===== config.mk =====
export PLATFORM = sky130hd
export DESIGN_NAME = byte_packer_flat
export DESIGN_NICKNAME = d
export VERILOG_FILES = /design/src/rtl/byte_packer_if.sv /design/src/rtl/byte_packer.sv /design/src/flat_wrapper.sv
export SDC_FILE = /design/constraint.sdc
export NUM_CORES = 1
export LEC_CHECK = 0
export ABC_CLOCK_PERIOD_IN_PS = 3750
export BUFFER_PORTS_ARGS = -buffer_cell sky130_fd_sc_hd__buf_2
export CORE_MARGIN = 2
export CORE_UTILIZATION = 45
export CTS_BUF_LIST = sky130_fd_sc_hd__clkbuf_4 sky130_fd_sc_hd__clkbuf_8 sky130_fd_sc_hd__clkbuf_16
export DETAILED_ROUTE_END_ITERATION = 12
export PLACE_DENSITY = 0.66
export SYNTH_ARGS = -nofsm -noshare
export SYNTH_HDL_FRONTEND = slang
export SYNTH_SLANG_ARGS = --single-unit

===== constraint.sdc =====
create_clock -name clk -period 3.75 [get_ports clk]
set_input_delay 0.5625 -clock clk [delete_from_list [all_inputs] [get_ports clk]]
set_output_delay 0.5625 -clock clk [all_outputs]
set_load 0.05 [all_outputs]

===== src/rtl/byte_packer_if.sv =====
// byte_packer_if -- bundles the run/done configuration, the byte input lane
// and the packed-word output of byte_packer.
//   run, enabled, len   : start pulse and configuration (master -> slave)
//   in0, in0_valid      : input byte on in0[7:0] with its valid flag
//   out0, out0_valid    : packed word and its one-cycle valid pulse
//   out0_bytes          : number of populated lanes in out0
//   done                : high while the packer is idle
interface byte_packer_if #(
  parameter int DATA_W = 32,
  parameter int LEN_W  = 16
);
  localparam int BYTES = DATA_W / 8;
  localparam int CNT_W = $clog2(BYTES) + 1;

  logic              run;
  logic              enabled;
  logic [LEN_W-1:0]  len;
  logic [DATA_W-1:0] in0;
  logic              in0_valid;
  logic [DATA_W-1:0] out0;
  logic              out0_valid;
  logic [CNT_W-1:0]  out0_bytes;
  logic              done;

  modport master (
    output run, enabled, len, in0, in0_valid,
    input  out0, out0_valid, out0_bytes, done
  );

  modport slave (
    input  run, enabled, len, in0, in0_valid,
    output out0, out0_valid, out0_bytes, done
  );
endinterface


===== src/rtl/byte_packer.sv =====
// byte_packer -- packs a stream of bytes (one per cycle on in0[7:0]) into
// DATA_W-bit words, lane 0 holding the first byte of each group. A run pulse
// latches len; exactly len valid bytes are consumed, one registered word is
// emitted per DATA_W/8 bytes and a final partial word is zero-padded.
// Ports:
//   clk : rising-edge clock
//   rst : synchronous, active-high reset
//   bus : byte_packer_if slave modport (run/enabled/len/in0/in0_valid in,
//         out0/out0_valid/out0_bytes/done out, all outputs registered)
module byte_packer #(
  parameter int DATA_W = 32,
  parameter int LEN_W  = 16
) (
  input  logic          clk,
  input  logic          rst,
  byte_packer_if.slave  bus
);
  localparam int BYTES = DATA_W / 8;
  localparam int IDX_W = $clog2(BYTES);
  localparam int CNT_W = IDX_W + 1;

  typedef enum logic {
    IDLE,
    PACK
  } state_t;

  state_t            state;
  logic [DATA_W-1:0] acc;
  logic [IDX_W-1:0]  idx;
  logic [LEN_W-1:0]  remaining;

  logic [DATA_W-1:0] merged;
  logic              last_byte;
  logic              full_word;
  logic              unused_in0_hi;

  // Only the low lane of in0 carries data.
  assign unused_in0_hi = ^bus.in0[DATA_W-1:8];

  assign last_byte = (remaining == LEN_W'(1));
  assign full_word = (idx == IDX_W'(BYTES - 1));

  // Accumulator with the incoming byte dropped into lane idx; lanes above
  // idx are still zero because acc is cleared at the start of every group.
  always_comb begin
    merged = acc;
    for (int i = 0; i < BYTES; i++) begin
      if (idx == IDX_W'(i)) begin
        merged[8*i +: 8] = bus.in0[7:0];
      end
    end
  end

  always_ff @(posedge clk) begin
    if (rst) begin
      state          <= IDLE;
      acc            <= '0;
      idx            <= '0;
      remaining      <= '0;
      bus.out0       <= '0;
      bus.out0_valid <= 1'b0;
      bus.out0_bytes <= '0;
      bus.done       <= 1'b1;
    end else begin
      bus.out0_valid <= 1'b0;
      case (state)
        IDLE: begin
          if (bus.run && bus.enabled && (bus.len != '0)) begin
            state     <= PACK;
            remaining <= bus.len;
            idx       <= '0;
            acc       <= '0;
            bus.done  <= 1'b0;
          end
        end
        PACK: begin
          if (bus.in0_valid) begin
            remaining <= remaining - LEN_W'(1);
            if (full_word || last_byte) begin
              bus.out0       <= merged;
              bus.out0_bytes <= CNT_W'(idx) + CNT_W'(1);
              bus.out0_valid <= 1'b1;
              acc            <= '0;
              idx            <= '0;
            end else begin
              acc <= merged;
              idx <= idx + IDX_W'(1);
            end
            // remaining never drops below 1 in PACK, so it cannot underflow.
            if (last_byte) begin
              state    <= IDLE;
              bus.done <= 1'b1;
            end
          end
        end
        default: begin
          state    <= IDLE;
          bus.done <= 1'b1;
        end
      endcase
    end
  end
endmodule


===== src/flat_wrapper.sv =====
// flat-port wrapper written by rule: the top's interface ports become plain ports
module byte_packer_flat 
#(
  parameter int DATA_W = 32,
  parameter int LEN_W  = 16
)
  (clk, rst, bus_run, bus_enabled, bus_len, bus_in0, bus_in0_valid, bus_out0, bus_out0_valid, bus_out0_bytes, bus_done);
  byte_packer_if #(.DATA_W(DATA_W), .LEN_W(LEN_W)) bus_i ();
  input  logic clk;
  input  logic rst;
  input wire logic [$bits(bus_i.run)-1:0] bus_run;
  input wire logic [$bits(bus_i.enabled)-1:0] bus_enabled;
  input wire logic [$bits(bus_i.len)-1:0] bus_len;
  input wire logic [$bits(bus_i.in0)-1:0] bus_in0;
  input wire logic [$bits(bus_i.in0_valid)-1:0] bus_in0_valid;
  output wire logic [$bits(bus_i.out0)-1:0] bus_out0;
  output wire logic [$bits(bus_i.out0_valid)-1:0] bus_out0_valid;
  output wire logic [$bits(bus_i.out0_bytes)-1:0] bus_out0_bytes;
  output wire logic [$bits(bus_i.done)-1:0] bus_done;
  assign bus_i.run = bus_run;
  assign bus_i.enabled = bus_enabled;
  assign bus_i.len = bus_len;
  assign bus_i.in0 = bus_in0;
  assign bus_i.in0_valid = bus_in0_valid;
  assign bus_out0 = bus_i.out0;
  assign bus_out0_valid = bus_i.out0_valid;
  assign bus_out0_bytes = bus_i.out0_bytes;
  assign bus_done = bus_i.done;
  byte_packer #(.DATA_W(DATA_W), .LEN_W(LEN_W)) u_core (.clk(clk), .rst(rst), .bus(bus_i));
endmodule

# Yosys cells after proc, flatten, opt, wreduce, memory -nomap -nowiden
# Cells that the tools add are included.
[word_totals] in_bits=53 regBits=88 word_cells=53
[op_classes] n_eq_ne=7 bitwise=2 muxes=24 n_addsub=3 n_reduce_logical=9
[op_table] op="32-bit two-way mux" n=3
[op_table] op="32-bit case mux with 2 select lines" n=1
[op_table] op="16-bit two-way mux" n=2
[op_table] op="8-bit two-way mux" n=4
[op_table] op="16-bit case mux with 2 select lines" n=1
[op_table] op="16-bit by 1-bit == test with 1-bit output, second input constant" n=1
[op_table] op="16-bit nonzero test" n=1
[op_table] op="16-bit by 1-bit subtractor with 16-bit output, second input constant" n=1
[op_table] op="1-bit two-way mux" n=7
[op_table] op="2-bit two-way mux" n=3
[op_table] op="3-bit AND reduction" n=2
[op_table] op="2-bit == test, second input constant" n=2
[op_table] op="2-bit inequality test, second input constant" n=2
[op_table] op="1-bit case mux with 2 select lines" n=2
[op_table] op="2-bit case mux with 2 select lines" n=1
[op_table] op="2-bit by 1-bit adder with 3-bit output, second input constant" n=1
[op_table] op="3-bit OR reduction" n=1
[op_table] op="2-bit by 1-bit adder with 2-bit output, second input constant" n=1
[op_table] op="2-bit by 1-bit == test with 1-bit output, second input constant" n=1
[op_table] op="1-bit logical AND" n=2
[op_table] op="2-bit logical NOT" n=1
[op_table] op="2-bit by 1-bit inequality test with 1-bit output, second input constant" n=1
[op_table] op="1-bit NOT" n=2
[op_table] op="2-bit AND reduction" n=1
[op_table] op="1-bit logical OR" n=1

# Longest topological paths before layout
# Gate-level depths: netlist of run 1.
[depth] word_depth=5 depth_mapped=7

# Worst setup path after synthesis of run 1
# Ideal clock, no wire load.
[synth_timing] path_kind="input port to flip-flop" from="in bus_len[3]" to="reg u_core.remaining[5]" setup_time_ps=95 path_slack_ps=1814 arrival_time_ps=1840 required_time_ps=3655 stages=7 path_buffers=2 path_cell_list="nor4_1 > a41o_1 > and2_1 > clkbuf_1 > buf_2 > nand2_1 > a221oi_1"
[synth_via] elab_chain_len=4
[synth_lines] element="start: declaration" line_no="flat_wrapper.sv:13" text="input wire logic [$bits(bus_i.len)-1:0] bus_len;"
[synth_lines] element="16-bit nonzero test" line_no="byte_packer.sv:68" text="if (bus.run && bus.enabled && (bus.len != '0)) begin"
[synth_lines] element="1-bit logical AND" line_no="byte_packer.sv:68"
[synth_lines] element="2-bit by 1-bit inequality test with 1-bit output (no line)"
[synth_lines] element="2-bit AND reduction (no line)"
[synth_lines] element="end signal: assignment" line_no="byte_packer.sv:70" text="remaining <= bus.len;"
[synth_lines] element="end signal: assignment" line_no="byte_packer.sv:78" text="remaining <= remaining - LEN_W'(1);"
[synth_lines] element="end: declaration" line_no="byte_packer.sv:30" text="logic [LEN_W-1:0] remaining;"
# Every way passes these cells.
# A chain may end at the register's enable or synchronous reset.

# Worst setup path in the final report of run 1
[layout_timing] from="reg u_core.remaining[3]" to="reg u_core.bus.out0[14]"
[layout_via] elab_chain_len=3
[layout_lines] element="16-bit by 1-bit == test with 1-bit output" line_no="byte_packer.sv:40" text="assign last_byte = (remaining == LEN_W'(1));"
[layout_lines] element="1-bit logical OR" line_no="byte_packer.sv:79" text="if (full_word || last_byte) begin"
[layout_lines] element="3-bit AND reduction (no line)"
[layout_lines] element="end signal: assignment" line_no="byte_packer.sv:80" text="bus.out0 <= merged;"
[layout_lines] element="end: declaration" line_no="byte_packer_if.sv:32" text="output out0, out0_valid, out0_bytes, done"
# Every way passes these cells.

==> results of run 1 <==
-- through the flow --
step,worst slack (ns),total power [mW]
after floorplan,1.81,1.20
after global placement,1.16,1.27
final,1.13,2.00
after CTS,1.11,2.02
after detailed placement,1.12,1.27
after global routing,0.850,2.08
-- layer usage --
layer  track usage [%]  routed length, um  up-vias
li1                  -                  -     1753
met1              28.8               5090     1709
met2              32.9               4740       71
met3              3.66                387       10
met4              7.17                108        0
met5                 0                  0        -
-- report_power, final --
group	switching, mW	leakage (nW)	internal [mW]	total, mW
clock network	0.337	0.118	0.411	0.748
registers	0.0259	0.712	0.955	0.981
logic	0.175	0.967	0.0956	0.270
-- worst max path at each step --
stage / start / end / slack [ns] / cells past startpoint
6_report: u_core.remaining[3] / u_core.bus.out0[14] / 1.13 / 5
5_1_grt: u_core.remaining[3] / u_core.bus.out0[26] / 0.85 / 5
4_1_cts: u_core.remaining[3] / u_core.bus.out0[14] / 1.11 / 5
3_5_place_dp: bus_len[11] / u_core.remaining[5] / 1.12 / 6
3_3_place_gp: u_core.remaining[3] / u_core.bus.out0[11] / 1.16 / 5
2_1_floorplan: bus_len[3] / u_core.remaining[5] / 1.81 / 7
-- worst reg2reg max path, stage by stage (launching register included) --
cell,delay (ns)
sky130_fd_sc_hd__dfxtp_1,0.38
sky130_fd_sc_hd__nor4_4,0.51
sky130_fd_sc_hd__and4b_1,0.45
sky130_fd_sc_hd__a21oi_2,0.23
sky130_fd_sc_hd__nor2_4,0.73
sky130_fd_sc_hd__a211oi_2,0.17
-- cells by family after synthesis --
group | share of synthesized area [%]
buffers and inverters | 5.39
and+or+nand+nor | 17.9
DFF | 41.5
muxes | 8.27
xor gates and xnor gates | 1.44
adders and majority gates | 1.77
AOI/OAI and AO/OA | 23.8
-- area by class of cell --
class | count | share of cell area [%]
clock buffer | 12 | 3.19
clock inverter | 4 | 1.62
inverter | 5 | 0.392
multi-input combinational | 322 | 47.2
sequential | 88 | 36.8
tap | 111 | 2.90
timing repair buffer | 72 | 7.90
-- sequential cells by signal (all words and copies together), names as in the netlist --
signal	cells
u_core.idx	2
u_core.bus.done	1
u_core.state	1
u_core.bus.out0_bytes	3
u_core.bus.out0_valid	1
u_core.acc	32
u_core.remaining	16
u_core.bus.out0	32
-- layout by cell type, fill, tap and decap left out, types with 2 or more instances in the layout --
master,instances
sky130_fd_sc_hd__clkbuf_4,2
sky130_fd_sc_hd__mux2_2,9
sky130_fd_sc_hd__inv_1,5
sky130_fd_sc_hd__xnor2_1,5
sky130_fd_sc_hd__xor2_1,2
sky130_fd_sc_hd__clkbuf_8,10
sky130_fd_sc_hd__o21ai_0,14
sky130_fd_sc_hd__buf_2,65
sky130_fd_sc_hd__nand3_1,21
sky130_fd_sc_hd__o211ai_1,2
sky130_fd_sc_hd__nor3_1,19
sky130_fd_sc_hd__nor2b_1,17
sky130_fd_sc_hd__mux2i_1,25
sky130_fd_sc_hd__a22oi_1,10
sky130_fd_sc_hd__a31oi_1,3
sky130_fd_sc_hd__bufinv_16,2
sky130_fd_sc_hd__dfxtp_1,88
sky130_fd_sc_hd__clkinv_4,2
sky130_fd_sc_hd__nand2_1,24
sky130_fd_sc_hd__nand2b_1,3
sky130_fd_sc_hd__a211oi_1,11
sky130_fd_sc_hd__buf_4,7
sky130_fd_sc_hd__a21oi_1,43
sky130_fd_sc_hd__a211oi_2,24
sky130_fd_sc_hd__nand4b_1,2
sky130_fd_sc_hd__o31ai_1,15
sky130_fd_sc_hd__a21oi_2,2
sky130_fd_sc_hd__and2_1,10
sky130_fd_sc_hd__nor2_1,27
sky130_fd_sc_hd__nor4_1,6
sky130_fd_sc_hd__ha_1,6
sky130_fd_sc_hd__a311o_1,2
==> reports/qor.txt, run 1 <==
Master cell of the clock root buffer -> sky130_fd_sc_hd__clkbuf_8
R2r setup slk -> 1.13 ns
Proportion of synthesized flip-flops having asynchronous set or reset -> 0%
Number of enable flip-flop cells after synthesis -> 0
NumNets Final -> 557
Peak fanout along the critical path -> 24
Post-placement cell area -> 0.00456 mm2
Number of global-route vias before repair -> 3273
Number of synthesis warnings -> 0
Global-route congestion overflow total -> 0
Post-Route WL -> 10300 um
Standard cell core area -> 0.00920 mm2
Ant. Diodes -> 0
Pins over their slew limit -> 0
Count of cells along the worst hold path -> 1
Die boundary height -> 101 um
Per-cell via count in the routed design -> 5.77
Most instantiated flip-flop cell in the synthesis netlist -> sky130_fd_sc_hd__dfxtp_1
Flip-flop and latch count after synthesis -> 88
List of most frequent post-synthesis cells -> sky130_fd_sc_hd__dfxtp_1 (88), sky130_fd_sc_hd__a21oi_1 (43), sky130_fd_sc_hd__nor2_1 (27), sky130_fd_sc_hd__mux2i_1 (25)
Count of final setup violators -> 0
Overall track demand over capacity in global routing -> 20.8%
End point of the most critical hold path -> u_core.acc[30]
Cell area after layout -> 0.00479 mm2
Non-Filler Instances -> 614
Number of filler cells placed in the layout -> 871
Fin. Hold Viols -> 0
Number of port buffers -> 65
Row cnt -> 35
Boundary Pins -> 90
Slowest CP cell -> sky130_fd_sc_hd__nor2_4
Number of buffers created by CTS -> 9
Total number of vias -> 3543
RePlAce Congestion -> 0.819
Max Root-Sink Buffers -> 2
Number of distinct library cells after synthesis -> 51
Tightest Pin Transition -> 0.874 ns
Area growth from synthesis to layout -> 12.6%
Register area share after synthesis -> 41.5%
Number of nets in the synthesized netlist -> 515
Delay of the slowest critical-path stage -> 0.73 ns
End of the worst register-to-register path -> u_core.bus.out0[14]
Total negative setup slack -> 0 ns
Clk_lat worst skew -> 0.36 ns
Hold_sp -> u_core.acc[30]
Drt wl/cell -> 16.8 um
Final standard cell utilization of the core -> 52.0%
Post-CTS Hold Fix Bufs -> 0
RSZ-0062 raised after global routing -> no
Layout cells sized above 1 -> 25.6%
Arrival time at the worst endpoint -> 2.83 ns
Iteration-0 DRC Markers -> 176
Most common cell in the synthesized netlist -> sky130_fd_sc_hd__dfxtp_1
Half-perimeter wire length after placement -> 6680 um
Global-route wire length before repair -> 16700 um
Worst ir drop on vdd -> 0.161 mV
Normalized max-slew margin -> 41.6%
Category of cells accounting for the largest share of critical-path delay -> simple AND/OR/NAND/NOR gates
Critical register-to-register path startpoint -> u_core.remaining[3]
Synth Area per Inst -> 9.32 um2
Classification of the worst setup path -> flop to flop
F_max -> 381 MHz
Clock H-tree levels -> 3
TritonCTS clock tree -> yes
Proportion of netlist area held by the largest area contributor -> 41.5%
Cell type contributing the most total cell area after synthesis -> sky130_fd_sc_hd__dfxtp_1
Horizontal die dimension -> 101 um
Power per Cell Area -> 418 mW/mm2
Clock slew seen by the registers of the worst setup and hold paths -> 0.08 ns
Instance count of the mapped netlist -> 456
Maximum number of pins on one net before global-route repair -> 51
Status -> complete, no violations
Worst-case clock skew -> 0.0119 ns
Initial DRT Pass Iterations -> 4
Starting density of the core -> 46.2%
# DRC -> 0
Register Area -> 0.00176 mm2
Multi-input combinational cell area -> 0.00226 mm2
Path class of the lowest-slack min-delay path -> flop to flop
Smallest hold slack -> 0.468 ns
Number of antenna violations at the first check in global routing -> 0
Number of cell instances on the worst register-to-register path -> 5
Number of instances resized during post-cts repair -> 0
Largest cells by area after synthesis -> sky130_fd_sc_hd__dfxtp_1 (41%), sky130_fd_sc_hd__a211oi_2 (7.1%), sky130_fd_sc_hd__mux2i_1 (5.9%), sky130_fd_sc_hd__a21oi_1 (5.1%), sky130_fd_sc_hd__o31ai_1 (2.7%)
Die Area -> 0.0102 mm2
Minimum clock period -> 2.62 ns
Data required time at the worst endpoint -> 3.95 ns
Startpoint types -> flop
Kind of capture point of the worst setup path -> flop
Final critical-path share of the clock period -> 69.9%
Leak pwr -> 1.80 nW
Critical path buffer and inverter count -> 0
Buffers inserted during post-CTS setup optimization -> 0
Final antenna-violating net count -> 0
Netlist Area Pre-Place -> 0.00425 mm2
Cell total after placement -> 598
Cells along the critical path -> nor4_4 > and4b_1 > a21oi_2 > nor2_4 > a211oi_2
Clock Sink Count -> 88
Max-cap violations -> 0
Power figures use the tool's default switching activity.
==> run 2: changes to the inputs <==
--- a/config.mk
+++ b/config.mk
@@ -5,13 +5,13 @@
 export SDC_FILE = /design/constraint.sdc
 export NUM_CORES = 1
 export LEC_CHECK = 0
-export ABC_CLOCK_PERIOD_IN_PS = 3750
+export ABC_CLOCK_PERIOD_IN_PS = 2200
 export BUFFER_PORTS_ARGS = -buffer_cell sky130_fd_sc_hd__buf_2
 export CORE_MARGIN = 2
 export CORE_UTILIZATION = 45
 export CTS_BUF_LIST = sky130_fd_sc_hd__clkbuf_4 sky130_fd_sc_hd__clkbuf_8 sky130_fd_sc_hd__clkbuf_16
 export DETAILED_ROUTE_END_ITERATION = 12
-export PLACE_DENSITY = 0.66
+export PLACE_DENSITY = 0.68
 export SYNTH_ARGS = -nofsm -noshare
 export SYNTH_HDL_FRONTEND = slang
 export SYNTH_SLANG_ARGS = --single-unit
==> constraint.sdc (replaced) <==
create_clock -name clk -period 2.2 [get_ports clk]
set_input_delay 0.33 -clock clk [delete_from_list [all_inputs] [get_ports clk]]
set_output_delay 0.33 -clock clk [all_outputs]
set_load 0.05 [all_outputs]
==> run 2 against run 1 <==
Routed wire length is 1.0% lower. Flip-flop and latch count stayed put. Non-clock buffer count is 17 higher. Global-route usage is 0.44 points lower. Critical path depth is 1 higher. Highest routed layer unchanged. Count of clock-buffer cells in the layout is 1 higher.
==> reports/qor.txt, run 2 (synthesis results as in run 1) <==
Drt wl/cell -> 16.2 um (-3.7%)
Die boundary height -> 101 um (unchanged)
Number of port buffers -> 65 (unchanged)
Peak fanout along the critical path -> 24 (unchanged)
Ant. Diodes -> 0 (unchanged)
Starting density of the core -> 46.2% (unchanged)
Power per Cell Area -> 657 mW/mm2 (+57%)
Maximum number of pins on one net before global-route repair -> 48 (-5.9%)
Clock Sink Count -> 88 (unchanged)
Total negative setup slack -> 0 ns (unchanged)
Number of global-route vias before repair -> 3414 (+4.3%)
Arrival time at the worst endpoint -> 2.26 ns (-0.57 ns)
Highest-count cells in the layout ignoring fill and taps -> sky130_fd_sc_hd__dfxtp_1 (88), sky130_fd_sc_hd__buf_2 (65), sky130_fd_sc_hd__a21oi_1 (43)
Pins over their slew limit -> 0 (unchanged)
Final critical-path share of the clock period -> 90.5% (+21 points)
Leak pwr -> 1.88 nW (+4.8%)
RePlAce Congestion -> 0.856 (+4.4%)
Number of buffers created by CTS -> 9 (unchanged)
RSZ-0062 raised after global routing -> no
Normalized max-slew margin -> 54.2% (+13 points)
Count of final setup violators -> 0 (unchanged)
Cell area after layout -> 0.00495 mm2 (+3.4%)
Post-Route WL -> 10200 um (-1.0%)
Count of cells along the worst hold path -> 3 (+2)
Total power -> 3.25 mW (+63%)
Tightest Pin Transition -> 0.686 ns (-0.188 ns)
Half-perimeter wire length after placement -> 6980 um (+4.5%)
Minimum clock period -> 1.99 ns (-0.630 ns)
Iteration-0 DRC Markers -> 178 (+1.1%)
NumNets Final -> 574 (+3.1%)
Standard cell core area -> 0.00920 mm2 (unchanged)
Overall track demand over capacity in global routing -> 20.3% (-0.44 points)
Initial DRT Pass Iterations -> 4 (unchanged)
Buffers inserted during post-CTS setup optimization -> 0 (unchanged)
Data required time at the worst endpoint -> 2.47 ns (-1.48 ns)
Status -> complete, no violations
Kind of capture point of the worst setup path -> flop
Horizontal die dimension -> 101 um (unchanged)
Max Root-Sink Buffers -> 2 (unchanged)
Clock slew seen by the registers of the worst setup and hold paths -> 0.08 ns (about the same)
# DRC -> 0 (unchanged)
Post-CTS Hold Fix Bufs -> 0 (unchanged)
Master cell of the clock root buffer -> sky130_fd_sc_hd__clkbuf_8
Classification of the worst setup path -> flop to flop
Boundary Pins -> 90 (unchanged)
Per-cell via count in the routed design -> 5.68 (-1.5%)
Die Area -> 0.0102 mm2 (unchanged)
Max-cap violations -> 0 (unchanged)
F_max -> 502 MHz (+32%)
Most frequent standard cell in the layout excluding fill and tap cells -> sky130_fd_sc_hd__dfxtp_1
Total number of vias -> 3587 (+1.2%)
Layout cells sized above 1 -> 28.1% (+2.4 points)
Number of antenna violations at the first check in global routing -> 0 (unchanged)
Worst ir drop on vdd -> 0.351 mV (+120%)
Global-route wire length before repair -> 16600 um (-0.91%)
Biggest regs -> u_core.acc: 32 flops, u_core.bus.out0: 32 flops, u_core.remaining: 16 flops
Number of instances resized during post-cts repair -> 0 (unchanged)
Worst-case clock skew -> 0.0102 ns (-0.00176 ns)
Final antenna-violating net count -> 0 (unchanged)
Startpoint types -> flop
Global-route congestion overflow total -> 0 (unchanged)
Row cnt -> 35 (unchanged)
Path class of the lowest-slack min-delay path -> primary input to flop
Post-placement cell area -> 0.00476 mm2 (+4.4%)
TritonCTS clock tree -> yes
Clk_lat worst skew -> 0.35 ns (about the same)
Number of cell instances on the worst register-to-register path -> 6 (+1)
Clock H-tree levels -> 3 (unchanged)
Area growth from synthesis to layout -> 16.5%
Fin. Hold Viols -> 0 (unchanged)
[run 2: cell count changes in the layout (fill, tap and decap cells not counted)]
| cell | before | now |
|---|---|---|
| sky130_fd_sc_hd__inv_6 | 0 | 1 |
| sky130_fd_sc_hd__clkinvlp_4 | 0 | 1 |
| sky130_fd_sc_hd__bufinv_16 | 2 | 0 |
| sky130_fd_sc_hd__clkbuf_8 | 10 | 11 |
| sky130_fd_sc_hd__clkinv_4 | 2 | 1 |
| sky130_fd_sc_hd__buf_12 | 0 | 6 |
| sky130_fd_sc_hd__buf_4 | 7 | 18 |
[run 2: metrics by stage]
| stage | cells | worst slack [ns] | hold slack (ns) | util (%) |
|---|---|---|---|---|
| 6_report | 631 | 0.209 | 0.320 | 53.8 |
| 5_1_grt | 631 | 0.0723 | 0.334 | 53.8 |
| 4_1_cts | 631 | 0.201 | 0.304 | 53.8 |
| 3_5_place_dp | 615 | 0.0773 | 0.444 | 51.7 |
| 3_3_place_gp | 615 | 0.149 | 0.441 | 51.7 |
| 2_1_floorplan | 456 | 0.424 | 0.429 | - |
[run 2: where the power goes]
group          leakage [nW]  internal (mW)  switching, mW
sequential            0.712           1.63         0.0414
clock                0.0971          0.505          0.568
combinational          1.07          0.202          0.308
[run 2: critical path, stage by stage, from the launching register on]
cell and delay (ns):
sky130_fd_sc_hd__dfxtp_1 0.45, sky130_fd_sc_hd__nor4_4 0.09, sky130_fd_sc_hd__and4b_1 0.31, sky130_fd_sc_hd__a21oi_2 0.58, sky130_fd_sc_hd__nor2_4 0.06, sky130_fd_sc_hd__buf_12 0.20
sky130_fd_sc_hd__a211oi_2 0.21
[run 2: cell type report]
class                   instances  area [um2]
inverters                       5        18.8
well taps                     111         139
multi-input cells             322        2260
clock buffers                  13         166
clock inverters                 3        25.0
fillers                       859        4250
flip-flops and latches         88        1760
repair buffers                 89         581
[run 2: final timing paths]
path	start	slack, ns	endpoint
setup / recovery	u_core.remaining[3]	0.21	u_core.bus.out0_bytes[0]
hold / removal	bus_len[2]	0.32	u_core.remaining[2]
setup reg to reg	u_core.remaining[3]	0.21	u_core.bus.out0_bytes[0]
hold reg to reg	u_core.acc[29]	0.47	u_core.acc[29]
[run 2: routing by layer]
metal	GRT usage (%)	vias up	routed length, um
li1	-	1790	-
met1	28.7	1704	4930
met2	31.6	87	4710
met3	3.59	6	524
met4	6.86	0	70
met5	0	-	0
==> run 3: changes to the inputs <==
--- a/config.mk
+++ b/config.mk
@@ -11,7 +11,9 @@
 export CORE_UTILIZATION = 45
 export CTS_BUF_LIST = sky130_fd_sc_hd__clkbuf_4 sky130_fd_sc_hd__clkbuf_8 sky130_fd_sc_hd__clkbuf_16
 export DETAILED_ROUTE_END_ITERATION = 12
+export GPL_TIMING_DRIVEN = 0
 export PLACE_DENSITY = 0.68
+export SLEW_MARGIN = 20
 export SYNTH_ARGS = -nofsm -noshare
 export SYNTH_HDL_FRONTEND = slang
 export SYNTH_SLANG_ARGS = --single-unit
==> run 3 against run 2 <==
Critical path depth unchanged. Routed wire length rose by 12%. Flip-flop and latch count did not move. Combinational power grew 4.3%. Setup slack got worse by 0.048 ns. Critical path type unchanged. Die area is the same. Largest power group unchanged. Count of clock-buffer cells in the layout unchanged. Design area rose by 0.51%. Highest routed layer unchanged. Clock skew shrank 0.0020 ns. First-iteration DRC count up 43%.
==> reports/qor.txt, run 3 (synthesis results as in run 1) <==
Iteration-0 DRC Markers -> 255 (+43%)
Worst ir drop on vdd -> 0.371 mV (+5.7%)
Post-placement cell area -> 0.00471 mm2 (-1.1%)
Hold_sp -> bus_len[2]
Normalized max-slew margin -> 50.6% (-3.7 points)
Starting density of the core -> 46.2% (unchanged)
Die Area -> 0.0102 mm2 (unchanged)
R2r setup slk -> 0.16 ns (-0.05 ns)
Half-perimeter wire length after placement -> 8070 um (+16%)
Kind of capture point of the worst setup path -> flop
Number of cell instances on the worst register-to-register path -> 6 (unchanged)
Layout cells sized above 1 -> 26.3% (-1.7 points)
Final critical-path share of the clock period -> 92.7% (+2.2 points)
Classification of the worst setup path -> flop to flop
Leak pwr -> 1.89 nW (+0.15%)
Clock slew seen by the registers of the worst setup and hold paths -> 0.09 ns (about the same)
Worst slack at placement -> -0.213 ns (-0.290 ns)
Cell area after layout -> 0.00497 mm2 (+0.51%)
Die boundary height -> 101 um (unchanged)
Biggest regs -> u_core.acc: 32 flops, u_core.bus.out0: 32 flops, u_core.remaining: 16 flops
Number of buffers created by CTS -> 9 (unchanged)
Max-cap violations -> 0 (unchanged)
Area growth from synthesis to layout -> 17.1%
Number of global-route vias before repair -> 3579 (+4.8%)
Total negative setup slack -> 0 ns (unchanged)
Minimum clock period -> 2.04 ns (+0.0476 ns)
Per-cell via count in the routed design -> 5.75 (+1.2%)
Arrival time at the worst endpoint -> 2.26 ns (about the same)
# DRC -> 0 (unchanged)
Total number of vias -> 3740 (+4.3%)
RSZ-0062 raised after global routing -> no
Power per Cell Area -> 702 mW/mm2 (+6.8%)
Final antenna-violating net count -> 0 (unchanged)
Count of cells along the worst hold path -> 3 (unchanged)
Most frequent standard cell in the layout excluding fill and tap cells -> sky130_fd_sc_hd__dfxtp_1
Clk_lat worst skew -> 0.36 ns (about the same)
Global-route wire length before repair -> 18200 um (+10%)
Minimum setup slack in the final design -> 0.161 ns (-0.0476 ns)
Global-route congestion overflow total -> 0 (unchanged)
RePlAce Congestion -> 0.862 (+0.81%)
Tightest Pin Transition -> 0.741 ns (+0.0549 ns)
Path class of the lowest-slack min-delay path -> primary input to flop
Fin. Hold Viols -> 0 (unchanged)
Highest-count cells in the layout ignoring fill and taps -> sky130_fd_sc_hd__dfxtp_1 (88), sky130_fd_sc_hd__buf_2 (70), sky130_fd_sc_hd__a21oi_1 (43)
Number of port buffers -> 64 (-1.5%)
Maximum number of pins on one net before global-route repair -> 14 (-71%)
Standard cell core area -> 0.00920 mm2 (unchanged)
Number of antenna violations at the first check in global routing -> 0 (unchanged)
Initial DRT Pass Iterations -> 4 (unchanged)
Clock Sink Count -> 88 (unchanged)
Boundary Pins -> 90 (unchanged)
End point of the most critical hold path -> u_core.remaining[2]
Critical register-to-register path startpoint -> u_core.remaining[0]
NumNets Final -> 593 (+3.3%)
Post-CTS Hold Fix Bufs -> 0 (unchanged)
TritonCTS clock tree -> yes
Overall track demand over capacity in global routing -> 22.9% (+2.6 points)
Master cell of the clock root buffer -> sky130_fd_sc_hd__clkbuf_8
Count of final setup violators -> 0 (unchanged)
Data required time at the worst endpoint -> 2.42 ns (-0.05 ns)
Pins over their slew limit -> 0 (unchanged)
F_max -> 490 MHz (-2.3%)
Startpoint types -> flop
Row cnt -> 35 (unchanged)
Ant. Diodes -> 0 (unchanged)
Peak fanout along the critical path -> 10 (-58%)
Final standard cell utilization of the core -> 54.1% (+0.27 points)
Number of filler cells placed in the layout -> 886 (+3.1%)
End of the worst register-to-register path -> u_core.bus.out0[12]
Horizontal die dimension -> 101 um (unchanged)
Post-Route WL -> 11500 um (+12%)
Status -> complete, no violations
Worst-case clock skew -> 0.00824 ns (-0.00195 ns)
Clock H-tree levels -> 3 (unchanged)
Drt wl/cell -> 17.6 um (+8.8%)
Max Root-Sink Buffers -> 2 (unchanged)
run 3: cell types whose count changed in the layout (fill, tap and decap cells not counted), sizes merged:
| cell | previous run | this run |
|---|---|---|
| clkinvlp | 1 | 0 |
| bufinv | 0 | 2 |
| clkbuf | 13 | 35 |
| buf | 89 | 86 |
| inv | 6 | 5 |
run 3: worst max-delay path, cell delays in order, from the launching register on:
cell,delay [ns]
sky130_fd_sc_hd__dfxtp_1,0.48
sky130_fd_sc_hd__ha_1,0.19
sky130_fd_sc_hd__nor4b_2,0.48
sky130_fd_sc_hd__a21oi_2,0.17
sky130_fd_sc_hd__nor2_4,0.27
sky130_fd_sc_hd__buf_6,0.22
sky130_fd_sc_hd__a211oi_2,0.08
run 3: worst max path at each step:
stage	from	to	cells past startpoint
finish	u_core.remaining[0]	u_core.bus.out0[12]	6
global route	u_core.remaining[7]	u_core.bus.out0[12]	7
CTS	u_core.state	u_core.bus.out0[20]	6
detailed placement	bus_len[11]	u_core.remaining[8]	7
global placement	bus_len[11]	u_core.remaining[8]	7
floorplan	u_core.remaining[3]	u_core.bus.out0[10]	7
run 3: power breakdown:
group          internal [mW]  switching, mW
combinational          0.201          0.331
clock                  0.709          0.578
sequential              1.63         0.0444
total                   2.54          0.954
run 3: per-layer routing:
metal,global-route usage (%),wire [um]
met4,8.42,216
met3,3.80,688
met5,0,0
met2,35.1,5240
met1,32.6,5320
run 3: timing repair:
item,4_1_cts,5_1_grt
resized for setup,1,5
setup endpoints to repair,9,64
pin swaps,0,1
buffers inserted,0,3
run 3: per-stage QoR:
stage	hold slack, ns	power, mW	instances
5_1_grt	0.350	3.63	650
2_1_floorplan	0.429	2.05	456
6_report	0.311	3.49	650
3_3_place_gp	0.441	2.19	631
4_1_cts	0.314	3.46	647
3_5_place_dp	0.445	2.20	631
run 3: layout make-up:
cell class / instances / area, um2 / share of cell area [%]
timing repair buffer: 67 / 355 / 7.14
tap: 111 / 139 / 2.79
sequential: 88 / 1760 / 35.4
buffer: 41 / 214 / 4.30
clock inverter: 3 / 65.1 / 1.31
clock buffer: 13 / 160 / 3.22
inverter: 5 / 18.8 / 0.377
multi-input combinational: 322 / 2260 / 45.4
